### src/rtl/traffic_phase_scheduler_pkg.sv
// Shared definitions for the traffic phase scheduler: lamp codes,
// direction indices, controller states and small arbitration helpers.
package traffic_pkg;

    // Lamp drive codes; 2'b11 is never produced.
    localparam logic [1:0] LAMP_RED    = 2'b00;
    localparam logic [1:0] LAMP_YELLOW = 2'b01;
    localparam logic [1:0] LAMP_GREEN  = 2'b10;

    // Direction indices, matching the bit order of req/grant.
    localparam logic [1:0] DIR_N = 2'd0;
    localparam logic [1:0] DIR_E = 2'd1;
    localparam logic [1:0] DIR_S = 2'd2;
    localparam logic [1:0] DIR_W = 2'd3;

    localparam logic [4:0] PHASE_MAX = 5'd31;

    typedef enum logic [2:0] {
        ST_FLASH     = 3'd0,
        ST_ALLRED    = 3'd1,
        ST_GREEN     = 3'd2,
        ST_YELLOW    = 3'd3,
        ST_PRE_GREEN = 3'd4
    } state_e;

    // One-hot decode of a direction index.
    function automatic logic [3:0] dir_onehot(input logic [1:0] dir);
        return 4'b0001 << dir;
    endfunction

    // Round-robin pick: search starts one past the last served direction
    // and wraps; returns last unchanged when nothing is requesting.
    function automatic logic [1:0] rr_pick(input logic [3:0] req, input logic [1:0] last);
        logic [1:0] idx;
        logic [1:0] win;
        logic       found;
        win   = last;
        found = 1'b0;
        for (int i = 1; i <= 4; i++) begin
            idx = last + 2'(i);
            if (!found && req[idx]) begin
                win   = idx;
                found = 1'b1;
            end
        end
        return win;
    endfunction

endpackage

### src/rtl/traffic_phase_scheduler_if.sv
// Sensor/request inputs and lamp/status outputs of the intersection
// controller. The slave side is the scheduler, the master side is whatever
// drives the sensors and observes the lamps.
interface traffic_phase_scheduler_if;

    logic [3:0] req;
    logic       preempt;
    logic [1:0] preempt_dir;
    logic [1:0] north;
    logic [1:0] east;
    logic [1:0] south;
    logic [1:0] west;
    logic [3:0] grant;
    logic [4:0] phase_sec;

    modport master (
        output req, preempt, preempt_dir,
        input  north, east, south, west, grant, phase_sec
    );

    modport slave (
        input  req, preempt, preempt_dir,
        output north, east, south, west, grant, phase_sec
    );

endinterface

### src/rtl/traffic_phase_scheduler_tick_gen.sv
// One-second prescaler. Counts clk cycles and pulses tick on the last cycle
// of each period; clr restarts the period so every phase begins aligned.
module tick_gen #(
    parameter int TICK_DIV = 50000000
) (
    input  logic clk,
    input  logic rst_n,
    input  logic clr,
    output logic tick
);

    localparam int               CNT_W = (TICK_DIV > 1) ? $clog2(TICK_DIV) : 1;
    localparam logic [CNT_W-1:0] CNT_TC = CNT_W'(TICK_DIV - 1);

    logic [CNT_W-1:0] r_cnt;

    assign tick = (r_cnt == CNT_TC);

    // Prescaler: wraps on terminal count, restarts on clr.
    always_ff @(posedge clk or negedge rst_n) begin
        if (!rst_n) begin
            r_cnt <= '0;
        end else if (clr || tick) begin
            r_cnt <= '0;
        end else begin
            r_cnt <= r_cnt + 1'b1;
        end
    end

endmodule

### src/rtl/traffic_phase_scheduler.sv
// Four-way intersection phase scheduler with round-robin service and
// emergency preemption. Lamp and grant outputs are registered from the
// next-state decode so they change on the edge that enters a state.
//
// state        | meaning
// -------------+----------------------------------------------------------
// ST_FLASH     | all lamps yellow for one tick after reset
// ST_ALLRED    | all red; decides on each tick (preempt first, then req)
// ST_GREEN     | r_dir green; re-arms if it is the sole requester
// ST_YELLOW    | r_dir yellow for YELLOW_SEC ticks, then all red
// ST_PRE_GREEN | r_dir green held for an emergency vehicle until preempt drops
module traffic_phase_scheduler
    import traffic_pkg::*;
#(
    parameter int TICK_DIV   = 50000000,
    parameter int GREEN_SEC  = 5,
    parameter int YELLOW_SEC = 1
) (
    input  logic                        clk,
    input  logic                        rst_n,
    traffic_phase_scheduler_if.slave    bus
);

    localparam logic [4:0] GREEN_LAST  = 5'(GREEN_SEC - 1);
    localparam logic [4:0] YELLOW_LAST = 5'(YELLOW_SEC - 1);

    state_e     r_state;
    state_e     w_state_nxt;
    logic [1:0] r_dir;
    logic [1:0] w_dir_nxt;
    logic [1:0] r_last;
    logic [1:0] w_last_nxt;
    logic [4:0] r_phase;
    logic [7:0] r_lamps;
    logic [7:0] w_lamps_nxt;
    logic [3:0] r_grant;
    logic [3:0] w_grant_nxt;
    logic       w_tick;
    logic       w_rearm;
    logic       w_trans;
    logic [3:0] w_others;
    logic [1:0] w_rr_win;

    tick_gen #(
        .TICK_DIV (TICK_DIV)
    ) u_tick_gen (
        .clk   (clk),
        .rst_n (rst_n),
        .clr   (w_trans),
        .tick  (w_tick)
    );

    assign w_others = bus.req & ~dir_onehot(r_dir);
    assign w_rr_win = rr_pick(bus.req, r_last);

    // Next-state decode; a re-armed green counts as a transition so the
    // prescaler and phase counter restart with it.
    always_comb begin
        w_state_nxt = r_state;
        w_dir_nxt   = r_dir;
        w_last_nxt  = r_last;
        w_rearm     = 1'b0;
        unique case (r_state)
            ST_FLASH: begin
                if (w_tick) begin
                    w_state_nxt = ST_ALLRED;
                end
            end
            ST_ALLRED: begin
                if (w_tick) begin
                    if (bus.preempt) begin
                        w_state_nxt = ST_PRE_GREEN;
                        w_dir_nxt   = bus.preempt_dir;
                    end else if (|bus.req) begin
                        w_state_nxt = ST_GREEN;
                        w_dir_nxt   = w_rr_win;
                        w_last_nxt  = w_rr_win;
                    end
                end
            end
            ST_GREEN: begin
                if (bus.preempt) begin
                    // Same direction keeps its green without a lamp change.
                    w_state_nxt = (bus.preempt_dir == r_dir) ? ST_PRE_GREEN : ST_YELLOW;
                end else if (w_tick && (r_phase == GREEN_LAST)) begin
                    if (bus.req[r_dir] && (w_others == 4'b0000)) begin
                        w_rearm = 1'b1;
                    end else begin
                        w_state_nxt = ST_YELLOW;
                    end
                end
            end
            ST_YELLOW: begin
                if (w_tick && (r_phase == YELLOW_LAST)) begin
                    w_state_nxt = ST_ALLRED;
                end
            end
            ST_PRE_GREEN: begin
                if (!bus.preempt) begin
                    w_state_nxt = ST_YELLOW;
                    w_last_nxt  = r_dir;
                end
            end
            default: begin
                w_state_nxt = ST_FLASH;
                w_dir_nxt   = DIR_N;
            end
        endcase
    end

    assign w_trans = (w_state_nxt != r_state) || w_rearm;

    // Lamp/grant image of the state being entered; at most one green.
    always_comb begin
        w_lamps_nxt = {4{LAMP_RED}};
        w_grant_nxt = 4'b0000;
        unique case (w_state_nxt)
            ST_FLASH: begin
                w_lamps_nxt = {4{LAMP_YELLOW}};
            end
            ST_GREEN, ST_PRE_GREEN: begin
                w_lamps_nxt[{w_dir_nxt, 1'b0} +: 2] = LAMP_GREEN;
                w_grant_nxt = dir_onehot(w_dir_nxt);
            end
            ST_YELLOW: begin
                w_lamps_nxt[{w_dir_nxt, 1'b0} +: 2] = LAMP_YELLOW;
            end
            default: begin
                w_lamps_nxt = {4{LAMP_RED}};
            end
        endcase
    end

    // State, direction, arbitration pointer and registered outputs.
    always_ff @(posedge clk or negedge rst_n) begin
        if (!rst_n) begin
            r_state <= ST_FLASH;
            r_dir   <= DIR_N;
            r_last  <= DIR_W;
            r_lamps <= {4{LAMP_YELLOW}};
            r_grant <= 4'b0000;
        end else begin
            r_state <= w_state_nxt;
            r_dir   <= w_dir_nxt;
            r_last  <= w_last_nxt;
            r_lamps <= w_lamps_nxt;
            r_grant <= w_grant_nxt;
        end
    end

    // Ticks spent in the current state, saturating, cleared on any transition.
    always_ff @(posedge clk or negedge rst_n) begin
        if (!rst_n) begin
            r_phase <= '0;
        end else if (w_trans) begin
            r_phase <= '0;
        end else if (w_tick && (r_phase != PHASE_MAX)) begin
            r_phase <= r_phase + 1'b1;
        end
    end

    assign bus.north     = r_lamps[1:0];
    assign bus.east      = r_lamps[3:2];
    assign bus.south     = r_lamps[5:4];
    assign bus.west      = r_lamps[7:6];
    assign bus.grant     = r_grant;
    assign bus.phase_sec = r_phase;

endmodule

### src/flat_wrapper.sv
// flat-port wrapper written by rule: the top's interface ports become plain ports
module traffic_phase_scheduler_flat import traffic_pkg::*;
#(
    parameter int TICK_DIV   = 50000000,
    parameter int GREEN_SEC  = 5,
    parameter int YELLOW_SEC = 1
)
  (clk, rst_n, bus_req, bus_preempt, bus_preempt_dir, bus_north, bus_east, bus_south, bus_west, bus_grant, bus_phase_sec);
  traffic_phase_scheduler_if bus_i ();
  input  logic clk;
  input  logic rst_n;
  input wire logic [$bits(bus_i.req)-1:0] bus_req;
  input wire logic [$bits(bus_i.preempt)-1:0] bus_preempt;
  input wire logic [$bits(bus_i.preempt_dir)-1:0] bus_preempt_dir;
  output wire logic [$bits(bus_i.north)-1:0] bus_north;
  output wire logic [$bits(bus_i.east)-1:0] bus_east;
  output wire logic [$bits(bus_i.south)-1:0] bus_south;
  output wire logic [$bits(bus_i.west)-1:0] bus_west;
  output wire logic [$bits(bus_i.grant)-1:0] bus_grant;
  output wire logic [$bits(bus_i.phase_sec)-1:0] bus_phase_sec;
  assign bus_i.req = bus_req;
  assign bus_i.preempt = bus_preempt;
  assign bus_i.preempt_dir = bus_preempt_dir;
  assign bus_north = bus_i.north;
  assign bus_east = bus_i.east;
  assign bus_south = bus_i.south;
  assign bus_west = bus_i.west;
  assign bus_grant = bus_i.grant;
  assign bus_phase_sec = bus_i.phase_sec;
  traffic_phase_scheduler #(.TICK_DIV(TICK_DIV), .GREEN_SEC(GREEN_SEC), .YELLOW_SEC(YELLOW_SEC)) u_core (.clk(clk), .rst_n(rst_n), .bus(bus_i));
endmodule
### config.mk
export PLATFORM = sky130hd
export DESIGN_NAME = traffic_phase_scheduler_flat
export DESIGN_NICKNAME = d
export VERILOG_FILES = /design/src/rtl/traffic_phase_scheduler_pkg.sv /design/src/rtl/traffic_phase_scheduler_if.sv /design/src/rtl/traffic_phase_scheduler_tick_gen.sv /design/src/rtl/traffic_phase_scheduler.sv /design/src/flat_wrapper.sv
export SDC_FILE = /design/constraint.sdc
export NUM_CORES = 1
export LEC_CHECK = 0
export BUFFER_PORTS_ARGS = -buffer_cell sky130_fd_sc_hd__buf_2
export CAP_MARGIN = 20
export CORE_MARGIN = 10
export CORE_UTILIZATION = 57
export DETAILED_ROUTE_END_ITERATION = 10
export PLACE_DENSITY = 0.86
export SKIP_CTS_REPAIR_TIMING = 1
export SYNTH_ARGS = -nofsm -noshare
export SYNTH_HDL_FRONTEND = slang
export SYNTH_SLANG_ARGS = --single-unit
### constraint.sdc
create_clock -name clk -period 4 [get_ports clk]
set_clock_uncertainty 0.15 [all_clocks]
set_input_delay 0 -clock clk [delete_from_list [all_inputs] [get_ports clk]]
set_output_delay 0 -clock clk [all_outputs]
set_load 0.1 [all_outputs]
# --- Word level (Yosys, flattened, before mapping) ---
# Cells that the tools add are included.
op_classes:
  reduce_logical: 22
  order_cmp: 5
  n_eq_ne: 16
  addsub: 6
  muxes: 46
  n_shift: 5
  bitwise_logic: 4
op_table:
  columns: ["op", "count"]
  rows:
  - ["two-way mux 3 bit", 10]
  - ["adder 26 x 1 -> 26 bit (second input constant)", 1]
  - ["equality test 26 bit (second input constant)", 1]
  - ["two-way mux 26 bit", 1]
  - ["one-hot mux 8 bit (3 select lines)", 1]
  - ["two-way mux 2 bit", 11]
  - ["AND 8 bit", 2]
  - ["variable part select 2 x 5 -> 8 bit (first input constant)", 2]
  - ["less-than comparator 2 x 3 -> 1 bit (second input constant)", 5]
  - ["one-hot mux 3 bit (5 select lines)", 1]
  - ["equality test 3 x 2 -> 1 bit (second input constant)", 4]
  - ["two-way mux 1 bit", 12]
  - ["binary-select mux 1 bit (select 2 bit)", 5]
  - ["two-way mux 5 bit", 2]
  - ["one-hot mux 2 bit (2 select lines)", 2]
  - ["OR reduction 4 bit", 2]
  - ["variable shift 2 x 5 -> 8 bit (first input constant)", 1]
  - ["<< shifter 1 x 2 -> 4 bit (first input constant)", 2]
  - ["logical AND 1 bit", 7]
  - ["equality test 3 bit (second input constant)", 2]
  - ["logical NOT 3 bit", 2]
  - ["inequality test 2 bit (second input constant)", 3]
  - ["adder 5 x 1 -> 5 bit (second input constant)", 1]
  - ["equality test 5 x 3 -> 1 bit (second input constant)", 1]
  - ["18 further kinds", 23]
totals:
  wordCells: 111
  in_bits: 9
  output_inout_bits: 17
  regBits: 50

# --- Logic depth before layout (Yosys ltp) ---
depth:
  ltp_word: 21
  mapped_depth: 10
  depth_no_buf: 10

# --- Hierarchy ---
# A second synthesis with hierarchy kept.
hier_totals:
  cells_unflattened: 307
  area_unflattened_um2: 3027.9
by_module_without_submodules:
  columns: ["mod", "area_each_um2", "n_inst", "cells_each", "seq_area_each_um2"]
  rows:
  - ["traffic_phase_scheduler", 1642.8, 1, 163, 608.1]
  - ["tick_gen", 1385.1, 1, 144, 650.6]

# --- Least setup slack after synthesis ---
# Ideal clock, no wire load.
synth_timing:
  kind: "register -> register"
  startpoint: "reg u_core.u_tick_gen.r_cnt[8]"
  endpoint: "reg u_core.r_lamps[2]"
  synth_period_minus_slack_ns: 2.906
  setup_time_ns: 0.091
  arrival_time_ns: 2.666
  path_buffers: 0
  required_time_ns: 3.759
  path_stages_with_launch: 11
  slack_ns: 1.094
  cell_sequence: "dfrtp_1 > or4_1 > or3_1 > nor4_4 > o22ai_1 > nand2_1 > o21a_1 > ha_1 > nor2b_1 > nand2_1 > o31ai_1"
synth_between:
  elab_chain_len: 8
  word_cells_on_any_way: 23
  classes_between: "add/sub (1); eq/ne (4); shift (3); mux (9); bitwise (2); reduce/logical (4)"
synth_lines:
  columns: ["item", "line", "source"]
  rows:
  - ["start, declared", "traffic_phase_scheduler_tick_gen.sv:15", "logic [CNT_W-1:0] r_cnt;"]
  - ["start signal, assigned", "traffic_phase_scheduler_tick_gen.sv:26", "r_cnt <= r_cnt + 1'b1;"]
  - ["equality test 26 bit (*)", "traffic_phase_scheduler_tick_gen.sv:17", "assign tick = (r_cnt == CNT_TC);"]
  - ["branches (longest 6 deep; another with negator 3 -> 5 bit)", null, null]
  - ["one-hot mux 8 bit (3 select lines) (*)", "traffic_phase_scheduler.sv:117", "unique case (w_state_nxt)"]
  - ["net u_core.w_lamps_nxt[2]", "traffic_phase_scheduler.sv:35", "logic [7:0] w_lamps_nxt;"]
  - ["end signal, assigned", "traffic_phase_scheduler.sv:140", "r_lamps <= {4{LAMP_YELLOW}};"]
  - ["end signal, assigned", "traffic_phase_scheduler.sv:146", "r_lamps <= w_lamps_nxt;"]
  - ["end, declared", "traffic_phase_scheduler.sv:34", "logic [7:0] r_lamps;"]
# Mark *: on every way through the listed nets, which the timed path passes.
# A chain may end at the register's enable or synchronous reset.

# --- Worst setup path after layout ---
# Same ends and word-level chain as after synthesis.

==> results.json <==
{
  "status": "finished, final reports clean",
  "synth_edf_count": 0,
  "grt_max_degree": 51,
  "grt_setup_unrepaired": "false",
  "start_kind": "flop",
  "p_leak_uw": 0.00141,
  "cp-end-kind": "flop",
  "setup_slack_ps": 704,
  "drtIter0Drc": 200,
  "ys_seq_area_share_pct": 43.9,
  "drive_gt1_share_pct": 15.2,
  "ys_warn_count": 0,
  "port_buffers": 25,
  "fill_cells": 396,
  "vias": 2325,
  "fin_crit_sh_pct": 82.4,
  "slowest_delay_ps": 570,
  "finalHoldViolCount": 0,
  "worst_path_max_delay_cell": "or4_1",
  "relSlewSlack_pct": 32.8,
  "ys_types": 47,
  "seq_area_mm2": 0.00126,
  "antenna_found_initial": 0,
  "top_usage_layer": "met2",
  "dr.pass1.iters": 4,
  "grt_pass1_vias": 2296,
  "cts_num_sinks": 50,
  "ys_async_sr_fraction_pct": 100,
  "critPathTopFamily": "simple AND/OR/NAND/NOR gates",
  "multiInputGateArea_mm2": 0.00153,
  "clock_path_buffers": 2,
  "maxCapViolCount": 0,
  "slew_viol_final": 0,
  "antenna_left": 0,
  "avgSynthCellArea_um2": 9.47,
  "dieArea_mm2": 0.00827,
  "grtUsageMet1_pct": 19.4,
  "ir_drop_uv": 214,
  "pre_cts_slack_ps": 755,
  "final_cell_mix": "44 x dfrtp_1, 29 x nand2_1, 28 x nor2_1, 25 x buf_2, 22 x nor3_1",
  "path_clk_slew_ps": 100,
  "dp_hpwl_um": 4410,
  "arrival_ps": 3370,
  "rows": 25,
  "drc": 0,
  "track_usage_pct": 15.2,
  "worstPathCellList": "or4_1 > or3_1 > nor4_4 > o22ai_1 > nand2_1 > o21a_1 > ha_1 > nor2b_1 > nand2_1 > o31ai_1",
  "syn2layout_area_growth_pct": 11.4,
  "routed_wl_um": 6200,
  "cts_root_buffer": "clkbuf_8",
  "syn-num-nets": 323,
  "clk-insertion-delay-late_ps": 310,
  "start_util_pct": 59.6,
  "setup_violations": 0,
  "finalCriticalPeriod_ps": 3300,
  "layout_commonest_cell": "dfrtp_1",
  "globalplace.congestion": 0.961,
  "cts_max_level": 2,
  "crit_type": "flop to flop",
  "vias_per_cell": 5.86,
  "final_nets": 349,
  "synth_seq_cells": 50,
  "r2r_setup_slack_ps": 700,
  "min_path_type": "input pin to asynchronous set/reset pin",
  "crit_fanout": 11,
  "path_buf_inv": 0,
  "worstMarginPinSlew_ps": 1010,
  "power_density_mw_per_mm2": 348,
  "routedWlPerCell_um": 15.6,
  "grt_pass1_wl_um": 10800,
  "synthCells": 303,
  "synth_area_mm2": 0.00287,
  "path_common_cell": "nand2_1",
  "use_met3_pct": 4.12,
  "cts_buffers": 5,
  "max_freq_mhz": 303,
  "finalSetupTns_ps": 0,
  "core_area_mm2": 0.00482,
  "antenna-diode-count": 0,
  "worst-endpoint-required_ps": 4080,
  "grt_use_met2_pct": 24.3,
  "yosys_most_used_dff": "dfrtp_1",
  "io_pins": 26,
  "die_width_um": 91.0,
  "globalRoute.totalOverflow": 0,
  "tritoncts": "built",
  "die-height_um": 91.0
}
==> final timing paths <==
| path | endpoint | cells after the start | startpoint |
|---|---|---|---|
| setup reg to reg | u_core.r_lamps[2]$_DFF_PN1_ | 10 | u_core.u_tick_gen.r_cnt[8]$_DFF_PN0_ |
| hold / removal | u_core.u_tick_gen.r_cnt[15]$_DFF_PN0_ | 3 | rst_n |
| max in group asynchronous | u_core.bus.phase_sec[2]$_DFFE_PN0P_ | 3 | rst_n |
| setup / recovery | u_core.r_lamps[2]$_DFF_PN1_ | 10 | u_core.u_tick_gen.r_cnt[8]$_DFF_PN0_ |
| hold reg to reg | u_core.u_tick_gen.r_cnt[0]$_DFF_PN0_ | 1 | u_core.u_tick_gen.r_cnt[0]$_DFF_PN0_ |
| min in group clk | u_core.r_last[1]$_DFFE_PN1P_ | 4 | bus_req[2] |
==> metrics by stage <==
| step | utilization [%] | cells | hold slack (ps) | total power, uW | area (um2) |
|---|---|---|---|---|---|
| after floorplan | - | 303 | -446 | 747 | 2870 |
| after global placement | 63.3 | 385 | 93.3 | 789 | 3050 |
| after detailed placement | 63.3 | 385 | 102 | 805 | 3050 |
| after CTS | 65.3 | 393 | -238 | 1120 | 3150 |
| after global routing | 66.4 | 397 | 67.6 | 1170 | 3200 |
| final | 66.4 | 397 | 34.1 | 1110 | 3200 |
==> routing by layer <==
layer,part of all wire (%),up-vias
met1,45,1122
met4,1.4,0
met2,47,73
met3,6.3,9
li1,-,1121
met5,0,-
==> sequential cells by signal, summed over array words and instances (netlist names) <==
signal                   count
u_core.r_lamps               8
u_core.u_tick_gen.r_cnt     26
u_core.r_last                2
u_core.r_state               3
u_core.bus.phase_sec         5
u_core.bus.grant             4
u_core.r_dir                 2
==> kinds of logic after synthesis <==
kind of cell	count (synthesis)	share of synthesized area, %
buf+inv	22	2.96
flops	50	43.9
compound gates	41	10.2
xor+xnor	30	9.15
fa+ha+maj	11	4.80
simple gates	143	26.9
mux	6	2.18
==> synth_stat cells, types with 6 or more instances <==
cell type | count | area (um2)
and2_1 | 8 | 50.1
nand2_1 | 29 | 109
ha_1 | 11 | 138
nor3_1 | 22 | 110
clkbuf_1 | 11 | 41.3
xnor2_1 | 12 | 105
nor3b_1 | 6 | 45.0
a21oi_1 | 8 | 40.0
dfstp_2 | 6 | 158
nand3_1 | 10 | 50.1
xor2_1 | 18 | 158
dfrtp_1 | 44 | 1100
nor2_1 | 28 | 105
inv_1 | 9 | 33.8
==> cell type report <==
type                            count  area share (%)
Clock buffer                        5            2.15
Clock inverter                      3           0.861
Sequential cell                    50            39.4
Inverter                            9            1.06
Timing Repair Buffer               32            6.18
Tap cell                           67            2.62
Multi-Input combinational cell    231            47.7
==> tightest hold or removal path, cell delays in order <==
cell and delay (ps):
dlygate4sd3_1 520, buf_2 130, buf_12 220
==> where the power goes <==
part | internal (uW) | switching, uW
combinational | 78.2 | 103
clock | 130 | 184
sequential | 559 | 60.2
(Power assumes the default switching activity.)
